$ cat config.mk
export PLATFORM = sky130hd
export DESIGN_NAME = player_mover
export DESIGN_NICKNAME = d
export VERILOG_FILES = /design/src/rtl/player_mover.sv
export SDC_FILE = /design/constraint.sdc
export NUM_CORES = 1
export LEC_CHECK = 0
export ABC_CLOCK_PERIOD_IN_PS = 3500
export CORE_ASPECT_RATIO = 0.75
export CORE_MARGIN = 1.5
export CORE_UTILIZATION = 54
export CTS_BUF_LIST = sky130_fd_sc_hd__clkbuf_8
export DETAILED_ROUTE_END_ITERATION = 8
export MAX_ROUTING_LAYER = met4
export PLACE_DENSITY_LB_ADDON = 0.1
export SYNTH_ARGS = -nofsm -noshare
export SYNTH_HDL_FRONTEND = slang
export SYNTH_SLANG_ARGS = --single-unit
$ cat constraint.sdc
create_clock -name clock -period 3.5 [get_ports clock]
set_clock_uncertainty 0.1 [all_clocks]
set_input_delay 0.7 -clock clock [delete_from_list [all_inputs] [get_ports clock]]
set_output_delay 0.7 -clock clock [all_outputs]
set_load 0.005 [all_outputs]
$ cat src/rtl/player_mover.sv
// Player sprite sequencer: erases the 5x5 block, steps the position one pixel,
// then redraws it through the shared VGA plot port.
module player_mover #(
    parameter int         START_X = 5,
    parameter int         START_Y = 5,
    parameter int         SIZE    = 5,
    parameter int         MAX_X   = 159,
    parameter int         MAX_Y   = 119,
    parameter logic [5:0] PLAYER  = 6'b000011,
    parameter logic [5:0] BLANK   = 6'b000000
) (
    input  logic       clock,
    input  logic       reset,
    input  logic       tick,
    input  logic [3:0] direction,
    input  logic       stop,
    input  logic       respawn,
    output logic [7:0] player_x,
    output logic [6:0] player_y,
    output logic [7:0] x_out,
    output logic [6:0] y_out,
    output logic [5:0] colour,
    output logic       plot,
    output logic       busy
);

    localparam int          CW      = (SIZE > 1) ? $clog2(SIZE) : 1;
    localparam logic [CW-1:0] LAST  = CW'(SIZE - 1);
    localparam logic [7:0]  X_START = 8'(START_X);
    localparam logic [6:0]  Y_START = 7'(START_Y);
    localparam logic [7:0]  X_LIM   = 8'(MAX_X - SIZE + 1);
    localparam logic [6:0]  Y_LIM   = 7'(MAX_Y - SIZE + 1);

    localparam logic [3:0] DIR_UP    = 4'b1000;
    localparam logic [3:0] DIR_DOWN  = 4'b0100;
    localparam logic [3:0] DIR_LEFT  = 4'b0010;
    localparam logic [3:0] DIR_RIGHT = 4'b0001;

    typedef enum logic [1:0] {
        IDLE  = 2'd0,
        ERASE = 2'd1,
        MOVE  = 2'd2,
        DRAW  = 2'd3
    } state_t;

    state_t        state, state_next;
    logic [CW-1:0] dx, dx_next;
    logic [CW-1:0] dy, dy_next;
    logic [7:0]    px_next;
    logic [6:0]    py_next;
    logic [3:0]    dir, dir_next;
    logic          rsp_pend, rsp_next;
    logic          one_hot;

    assign one_hot = (direction != 4'b0000) && ((direction & (direction - 4'd1)) == 4'b0000);

    always_ff @(posedge clock or posedge reset) begin
        if (reset) begin
            state    <= IDLE;
            player_x <= X_START;
            player_y <= Y_START;
            dx       <= '0;
            dy       <= '0;
            dir      <= '0;
            rsp_pend <= 1'b0;
        end else begin
            state    <= state_next;
            player_x <= px_next;
            player_y <= py_next;
            dx       <= dx_next;
            dy       <= dy_next;
            dir      <= dir_next;
            rsp_pend <= rsp_next;
        end
    end

    // A respawn arriving in the MOVE cycle itself survives to the next sequence.
    always_comb begin
        state_next = state;
        dx_next    = dx;
        dy_next    = dy;
        px_next    = player_x;
        py_next    = player_y;
        dir_next   = dir;
        rsp_next   = rsp_pend | respawn;

        case (state)
            IDLE: begin
                if (tick && (rsp_pend || respawn || one_hot)) begin
                    state_next = ERASE;
                    dir_next   = direction;
                    dx_next    = '0;
                    dy_next    = '0;
                end
            end
            ERASE, DRAW: begin
                if (dx == LAST) begin
                    dx_next = '0;
                    if (dy == LAST) begin
                        dy_next    = '0;
                        state_next = (state == ERASE) ? MOVE : IDLE;
                    end else begin
                        dy_next = dy + 1'b1;
                    end
                end else begin
                    dx_next = dx + 1'b1;
                end
            end
            MOVE: begin
                state_next = DRAW;
                if (rsp_pend) begin
                    px_next  = X_START;
                    py_next  = Y_START;
                    rsp_next = respawn;
                end else if (!stop) begin
                    case (dir)
                        DIR_UP:    if (player_y > 7'd0)  py_next = player_y - 7'd1;
                        DIR_DOWN:  if (player_y < Y_LIM) py_next = player_y + 7'd1;
                        DIR_LEFT:  if (player_x > 8'd0)  px_next = player_x - 8'd1;
                        DIR_RIGHT: if (player_x < X_LIM) px_next = player_x + 8'd1;
                        default:   ;
                    endcase
                end
            end
            default: state_next = IDLE;
        endcase
    end

    always_comb begin
        x_out  = '0;
        y_out  = '0;
        colour = BLANK;
        plot   = 1'b0;
        if (state == ERASE || state == DRAW) begin
            plot   = 1'b1;
            x_out  = player_x + 8'(dx);
            y_out  = player_y + 7'(dy);
            colour = (state == DRAW) ? PLAYER : BLANK;
        end
    end

    assign busy = (state != IDLE);

endmodule

==> results summary, run 1 <==
The flow ran to the end, and the final reports show no timing, DRC or antenna violations. The count of buffers added on input and output ports is 42. The final standard cell count with taps included and fillers excluded is 369. The static leakage power came out at 1.323 nW.

The average instance area after synthesis came out at 8.902 um^2. Leaving out fill and tap cells, the most frequent cells in the layout are clkdlybuf4s50_1 (41), inv_1 (26), ha_1 (25). Grouping stages by cell kind, the critical path spends the most delay in adder cells. The mapped cell area is 0.002412 mm^2. After floorplanning, the core was divided into 20 placement rows. Setup repair after global routing left no endpoint under its margin.

The first global-routing pass estimated 9.584 mm of wire. Sequential cells were found to cover 29.25% of the synthesized design area. The number of global-route vias before repair came out at 1,953.

The worst slew slack as a fraction of its limit came out at 61.46%. The sum of met2 wire segment lengths after detailed routing is 2.596 mm. The number of primary I/O pins came out at 47. The number of cells after detailed placement is 364.

The clock tree from TritonCTS is done. The peak clock frequency supported by timing is 310.1 MHz. Clock-pin slew was measured on the worst setup and hold paths at 0.10 ns. The critical path goes through ha_1 -> inv_1 -> fa_1 -> nor2b_2 -> o21ai_2 -> xor2_1 -> nor2_1 -> clkdlybuf4s50_1.

The initial antenna violation count is 0. The weighted congestion reported at the end of routability-driven placement is 0.9057. The gate count of the mapped netlist is 271.

The share of layout cells above drive strength 1 came out at 7.325%. The total of max-cap violations is 0. The pin count of the biggest net entering global routing is 29. For this run, the leading register cell type out of synthesis is dfrtp_1. The total grt overflow is 0. Counting flops with an async set or reset pin after synthesis yields a share of 100.0%. On the final layout, the worst hold slack is 0.4469 ns. The total power after layout is 2.199 mW. After detailed routing, no signal wire sits above met4. The number of vias per cell after detailed routing is 5.808. The library cell occupying the most area in the post-synthesis netlist is dfrtp_1.

The library cell used most frequently in the layout, excluding fill and tap cells, is clkdlybuf4s50_1. The proportion of netlist area held by the largest area contributor came out at 24.90%. Across the VDD grid, the largest voltage drop is 0.5720 mV. The remaining antenna violation count is 0. The insertion delay of the later-clocked pin in the worst-skew pair is 0.28 ns. The final HPWL from detailed placement came out at 4.437 mm.

The count of cell types in the netlist is 55. The number of antenna diodes is 0. The effective utilization at floorplan came out at 57.72%. The number of clock buffers added by TritonCTS is 3. At the pin with the least slew margin, the transition time is 0.5718 ns. The maximum cell stage delay along the critical path came out at 0.55 ns. The detailed route wirelength on metal3 came out at 200 um. In this run the worst path has a maximum fanout of 3. The category of the worst setup path launch point is a flip-flop. The worst setup path is captured at an output port. The library cell contributing the largest single delay on the critical path is dfstp_2. The instance area at placement is 0.002868 mm^2. The number of synthesized flops with an enable pin came out at 0. The maximum level of the CTS H-tree came out at 1. Sorting the synthesized cells by area gives the leading types as dfrtp_1 (25%), ha_1 (13%), a21oi_1 (4.4%). The DRC violations left came out at 0. The wire length reported by the detailed router is 5.769 mm. Measured along the x axis, the die boundary spans 80.18 um.

The final setup violation count is 0. The total of hold buffers inserted after clock tree synthesis came out at 0. The maximum clock insertion buffer count came out at 2.

After detailed routing, the wire length on met1 is 2.950 mm. The worst path needs 3.225 ns of the cycle, external delays included. The full die area came out at 0.004881 mm^2. The tree built by TritonCTS fans out to 28 sinks. The clock tree root driver cell is clkbuf_8.

The number of slew-limit violations in the final report came out at 0. Dividing the detail-routed wire length by the instance count gives 15.63 um. The number of violations reported at the end of detailed-routing iteration 0 is 118. The fraction of the cycle the final worst path needs is 92.14%.

In this run the worst hold path is classified as flip-flop to flip-flop. The number of nets in the finished design came out at 353. The worst setup path is of the flip-flop to output port kind. The post-synthesis register bit count came out at 28. From bottom edge to top edge, the die measures 60.89 um. The routed via count came out at 2,143.

The required time reported for the critical path endpoint came out at 2.70 ns. During synthesis, Yosys emitted a total of 0 warnings. The final non-filler cell area is 0.002955 mm^2.

The arrival time of the worst setup path came out at 2.42 ns. The aggregate negative setup slack is 0 ns. The number of hold violations in the final report is 0. The first detailed-routing pass ran for 4 iterations. The number of buffers and inverters on the critical path came out at 2. The area growth from synthesis to layout is 22.51%. For this design the ratio of total power to cell area is 744.2 mW/mm^2.

The core region is 0.004179 mm^2. In the global route stage, overall resource usage came out at 26.38%.
## metal layers
metal	global-route usage, %	vias to the layer above
met5	-	-
met4	2.217	0
met3	4.662	2
met2	39.26	40
met1	38.98	1038
li1	-	1063
## cell type report
type | count | area, um^2
Tap cell | 55 | 68.82
Inverter | 27 | 101.3
Sequential cell | 28 | 705.7
Clock inverter | 1 | 30.03
Timing Repair Buffer | 45 | 445.4
Clock buffer | 3 | 41.29
Fill cell | 349 | 1224
Multi-Input combinational cell | 210 | 1563
## flip-flops by register name, summed over array words and instances, names as in the netlist
signal    cells
rsp_pend      1
dir           4
dx            3
state         2
dy            3
player_y      7
player_x      8
## worst min-delay path: stages, from the launching register on
cell and delay, ns:
dfstp_2 0.42, inv_1 0.06, a22oi_1 0.07
## power by group
| group | total [mW] | switching [mW] | internal, mW |
|---|---|---|---|
| Clock | 0.261 | 0.107 | 0.153 |
| Sequential | 0.568 | 0.154 | 0.414 |
| Combinational | 1.37 | 0.690 | 0.680 |
## through the flow
| stage | setup slack (ns) | utilization [%] |
|---|---|---|
| after detailed placement | 0.2182 | 68.62 |
| final | 0.2751 | 70.72 |
| after global placement | 0.2737 | 68.62 |
| after global routing | 0.09602 | 70.72 |
| after CTS | 0.01263 | 70.51 |
| after floorplan | 0.8041 | - |
## timing repair
item,CTS,global route
pin swaps,0,0
setup endpoints to repair,1,1
gates resized for setup,1,3
setup buffers,1,0
## cells in the mapped netlist (2+ instances only)
| master | count |
|---|---|
| and2_1 | 4 |
| xnor2_1 | 8 |
| a21o_1 | 7 |
| nor3b_1 | 3 |
| nand2_1 | 14 |
| nand3_1 | 2 |
| a221o_1 | 3 |
| buf_4 | 5 |
| nand3b_1 | 2 |
| mux2i_1 | 2 |
| nor3_1 | 4 |
| o21bai_1 | 2 |
| inv_1 | 26 |
| a21oi_1 | 21 |
| clkbuf_1 | 3 |
| mux2_2 | 4 |
| dfstp_2 | 4 |
| fa_1 | 4 |
| ha_1 | 25 |
| nor4_1 | 4 |
| dfrtp_1 | 24 |
| nor2_1 | 23 |
| nor2b_1 | 5 |
| a22o_1 | 7 |
| o21ai_0 | 19 |
| xor2_1 | 7 |
| and3_1 | 2 |
| nand4_1 | 5 |
| o21a_1 | 2 |
| or3_1 | 5 |
## cell families after synthesis
family                     share of synthesized area [%]
muxes                                              2.697
and+or+nand+nor                                    16.80
other                                             0.1555
DFF                                                29.25
AOI/OAI and AO/OA                                  22.67
buffers and inverters                              6.691
xor gates and xnor gates                           5.446
adders and majority gates                          16.29
## final timing paths
path	start	to	slack, ns	cells past startpoint
worst min-delay path	player_x[2]	player_x[2]	0.45	2
worst max register to register	dir[0]	player_y[6]	0.54	8
worst min register to register	player_x[2]	player_x[2]	0.45	2
min in group asynchronous	reset	player_y[5]	0.69	3
worst max-delay path	player_y[0]	y_out[4]	0.28	8
max in group asynchronous	reset	player_x[0]	2.30	3
Note: power is estimated with default switching activity, not from simulation.
==> inputs of run 2 (changes only) <==
Settings changed: CORE_UTILIZATION 54 to 45.
==> run 2 against run 1 <==
Sequential cell count unchanged. Sequential power about the same. Setup slack got worse by 0.020 ns. Hold slack got worse by 0.0025 ns. Clock power decreased by 23%. Non-clock buffer count increased by 6. Critical path type unchanged. Critical endpoint is now x_out[6]. Largest power group unchanged.
==> results summary, run 2 (same netlist as run 1, synthesis figures left out) <==
Together, buffers and inverters on the worst path number 1. The total iterations of the first detailed-routing run is 4. The worst setup path is captured at an output port. The aggregate negative setup slack is 0 ns.

The slowest stage of the critical path belongs to the cell clkdlybuf4s50_1. The worst register-to-register path begins at dir[2]. The number of primary I/O pins is 47. The final critical path time including I/O delays and setup is 3.245 ns. The worst-case IR drop observed on VDD is 0.3446 mV. The switching power came out at 0.9384 mW. The total of max-cap violations is 0. Broken down by cell family, the worst path's largest delay share belongs to adder cells. For hold timing, the worst endpoint is player_x[0]. The sequential fraction of design power is 26.3%. The cell sitting at the root of the clock tree is a clkbuf_8. The number of antenna diodes is 0. Static timing analysis puts the maximum clock frequency at 308.1 MHz. The critical path in this run is classified as flip-flop to output port. The flow ran to the end, and the final reports show no timing, DRC or antenna violations. The wire length reported by the detailed router came out at 5.612 mm. At the worst endpoint, the required time is 2.70 ns. The per-cell routed wire length is 14.32 um.

The overall global routing resource usage is 22.29%. The pin count of the biggest net entering global routing is 29. The path type of the worst min-delay path is flip-flop to flip-flop. The initial antenna violation count came out at 0. The share of layout cells above drive strength 1 came out at 9.375%. The static leakage power is 1.359 nW. The total grt overflow is 0.

For this design the ratio of total power to cell area is 714.3 mW/mm^2. The biggest fanout along the worst timing path is 5. TritonCTS built the clock tree. For flop-to-flop paths, the worst setup slack is 0.55 ns. The number of violations reported at the end of detailed-routing iteration 0 is 138.

The number of inserted filler cells in the final layout is 451. The arrival time of the worst setup path came out at 2.45 ns. The global-route wire length before repair came out at 9.742 mm.

The clock power share came out at 9.4%. The full die area is 0.005813 mm^2. The total of hold buffers inserted after clock tree synthesis is 0. The CTS buffer count came out at 3.

The worst slew slack as a fraction of its limit is 57.94%. Along the worst hold path, the cell count comes to 1. The number of global-route vias before repair was 2,047. The TritonCTS sink count came out at 28. The switching share of power is 43.64%. Across all layers, the routed design uses 2,121 vias. After layout, the worst path uses 92.72% of the clock period. The transition at the pin with the smallest max-transition slack is 0.6241 ns. The number of nets in the finished design is 359. The weighted congestion reported at the end of routability-driven placement is 0.8471. The number of hold violations in the final report came to 0.

In the final layout, the multi-input gates occupy 0.001565 mm^2. For the worst flop-to-flop path, the logic depth is 9. The number of rows in the core area is 22. Leaving out fill and tap cells, the most frequent cells in the layout are clkdlybuf4s50_1 (40), inv_1 (26), ha_1 (25).

The later pin in the worst-skew pair is clocked with a latency of 0.28 ns. The most flop-heavy register is player_x. The maximum clock insertion buffer count is 2.

The die height came out at 66.41 um. The destination of the worst register-to-register timing path is player_x[7]. The DRC violations left came out at 0. STA classifies the critical path startpoint as a flip-flop. After legalization and detailed placement, the total HPWL measured 4.358 mm. The critical path goes through ha_1 -> fa_1 -> a21oi_1 -> nor3b_1 -> xnor2_1 -> nor2_1 -> clkdlybuf4s50_1. The number of slew-limit violations in the final report came out at 0. The total area inside the core boundary comes to 0.005037 mm^2.

The largest registers in the layout are player_x x8, player_y x7, dir x4. The quantity of I/O buffers inserted on ports is 42. Relative to the synthesized area, the layout overhead comes to 24.79%.

The fraction of power consumed by combinational cells came out at 64.3%. The remaining antenna violation count came out at 0. The largest single stage delay on the critical path is 0.51 ns. Tracing the worst setup path back leads to its startpoint at dx[0]. Setup repair after global routing left no endpoint under its margin.

The horizontal extent of the die came out at 87.55 um. The final setup violation count came out at 0. The worst hold path begins at player_x[0]. The most frequent standard cell in the layout excluding fill and tap cells is clkdlybuf4s50_1. The maximum level of the CTS H-tree is 1.

The clock slew seen by the registers of the worst setup and hold paths came out at 0.09 ns. The sequential cells in the finished layout cover a total of 705.7 um^2. The internal power of the cells totals 1.212 mW. The flip-flop count of the largest register, all copies and words added is 8. The instance area at placement is 0.002904 mm^2. The effective utilization at floorplan came out at 47.89%. The final non-filler cell area is 0.003010 mm^2. In the routed layout, each cell is associated on average with a via count of 5.411.
## run 2: cell types whose count changed in the layout (fill, tap and decap cells not counted)
cell,previous run,this run
fa_1,4,3
dlymetal6s2s_1,1,2
buf_4,3,9
clkbuf_8,3,4
fa_2,0,1
clkdlybuf4s50_1,41,40
bufinv_16,1,0
## run 2: final cells by class
type / instances / share of cell area, %
multi-input combinational: 210 / 51.99
tap: 72 / 2.993
sequential: 28 / 23.44
timing repair buffer: 51 / 16.38
clock buffer: 4 / 1.829
inverter: 27 / 3.367
## run 2: repair_timing
action	in CTS	in global routing
buffers inserted	4	1
cloned	0	0
gates resized for setup	2	4
endpoints found under the setup margin	1	1
## run 2: metrics by stage
stage / utilization (%) / hold slack, ns / std cells / setup WS (ns) / power (mW)
2_1_floorplan: - / 0.4001 / 274 / 0.8041 / 1.457
6_report: 59.76 / 0.4444 / 392 / 0.2548 / 2.150
5_1_grt: 59.76 / 0.4604 / 392 / 0.09713 / 2.376
4_1_cts: 59.41 / 0.4441 / 391 / 0.005066 / 2.154
3_5_place_dp: 57.65 / 0.4292 / 383 / 0.2813 / 1.938
3_3_place_gp: 57.65 / 0.4281 / 383 / 0.3413 / 1.917
## run 2: worst max-delay path by stage
stage	endpoint	slack, ns	cells past startpoint
floorplan	y_out[6]	0.80	7
global placement	y_out[6]	0.34	8
detailed placement	y_out[6]	0.28	8
CTS	y_out[6]	0.005	8
global route	x_out[4]	0.1	7
finish	x_out[6]	0.25	7
## run 2: power groups by stage
stage	Combinational [mW]	Clock [mW]	Sequential [mW]
after floorplan	0.933	0	0.524
after global placement	1.35	0	0.568
after detailed placement	1.37	0	0.569
after CTS	1.38	0.208	0.563
after global routing	1.57	0.223	0.587
final	1.38	0.202	0.566
## run 2: layer usage
layer / global-route usage, % / up-vias / share of wire [%]
met5: - / - / 0
met4: 5.754 / 0 / 0.82
met3: 3.496 / 5 / 4.2
met2: 31.44 / 49 / 41
met1: 33.00 / 997 / 54
li1: - / 1070 / -
==> inputs of run 3 (changes only) <==
Settings changed: SLEW_MARGIN set to 20.
==> results of run 3 <==
No change in the layout: final DEF, timing and power equal those of run 2.
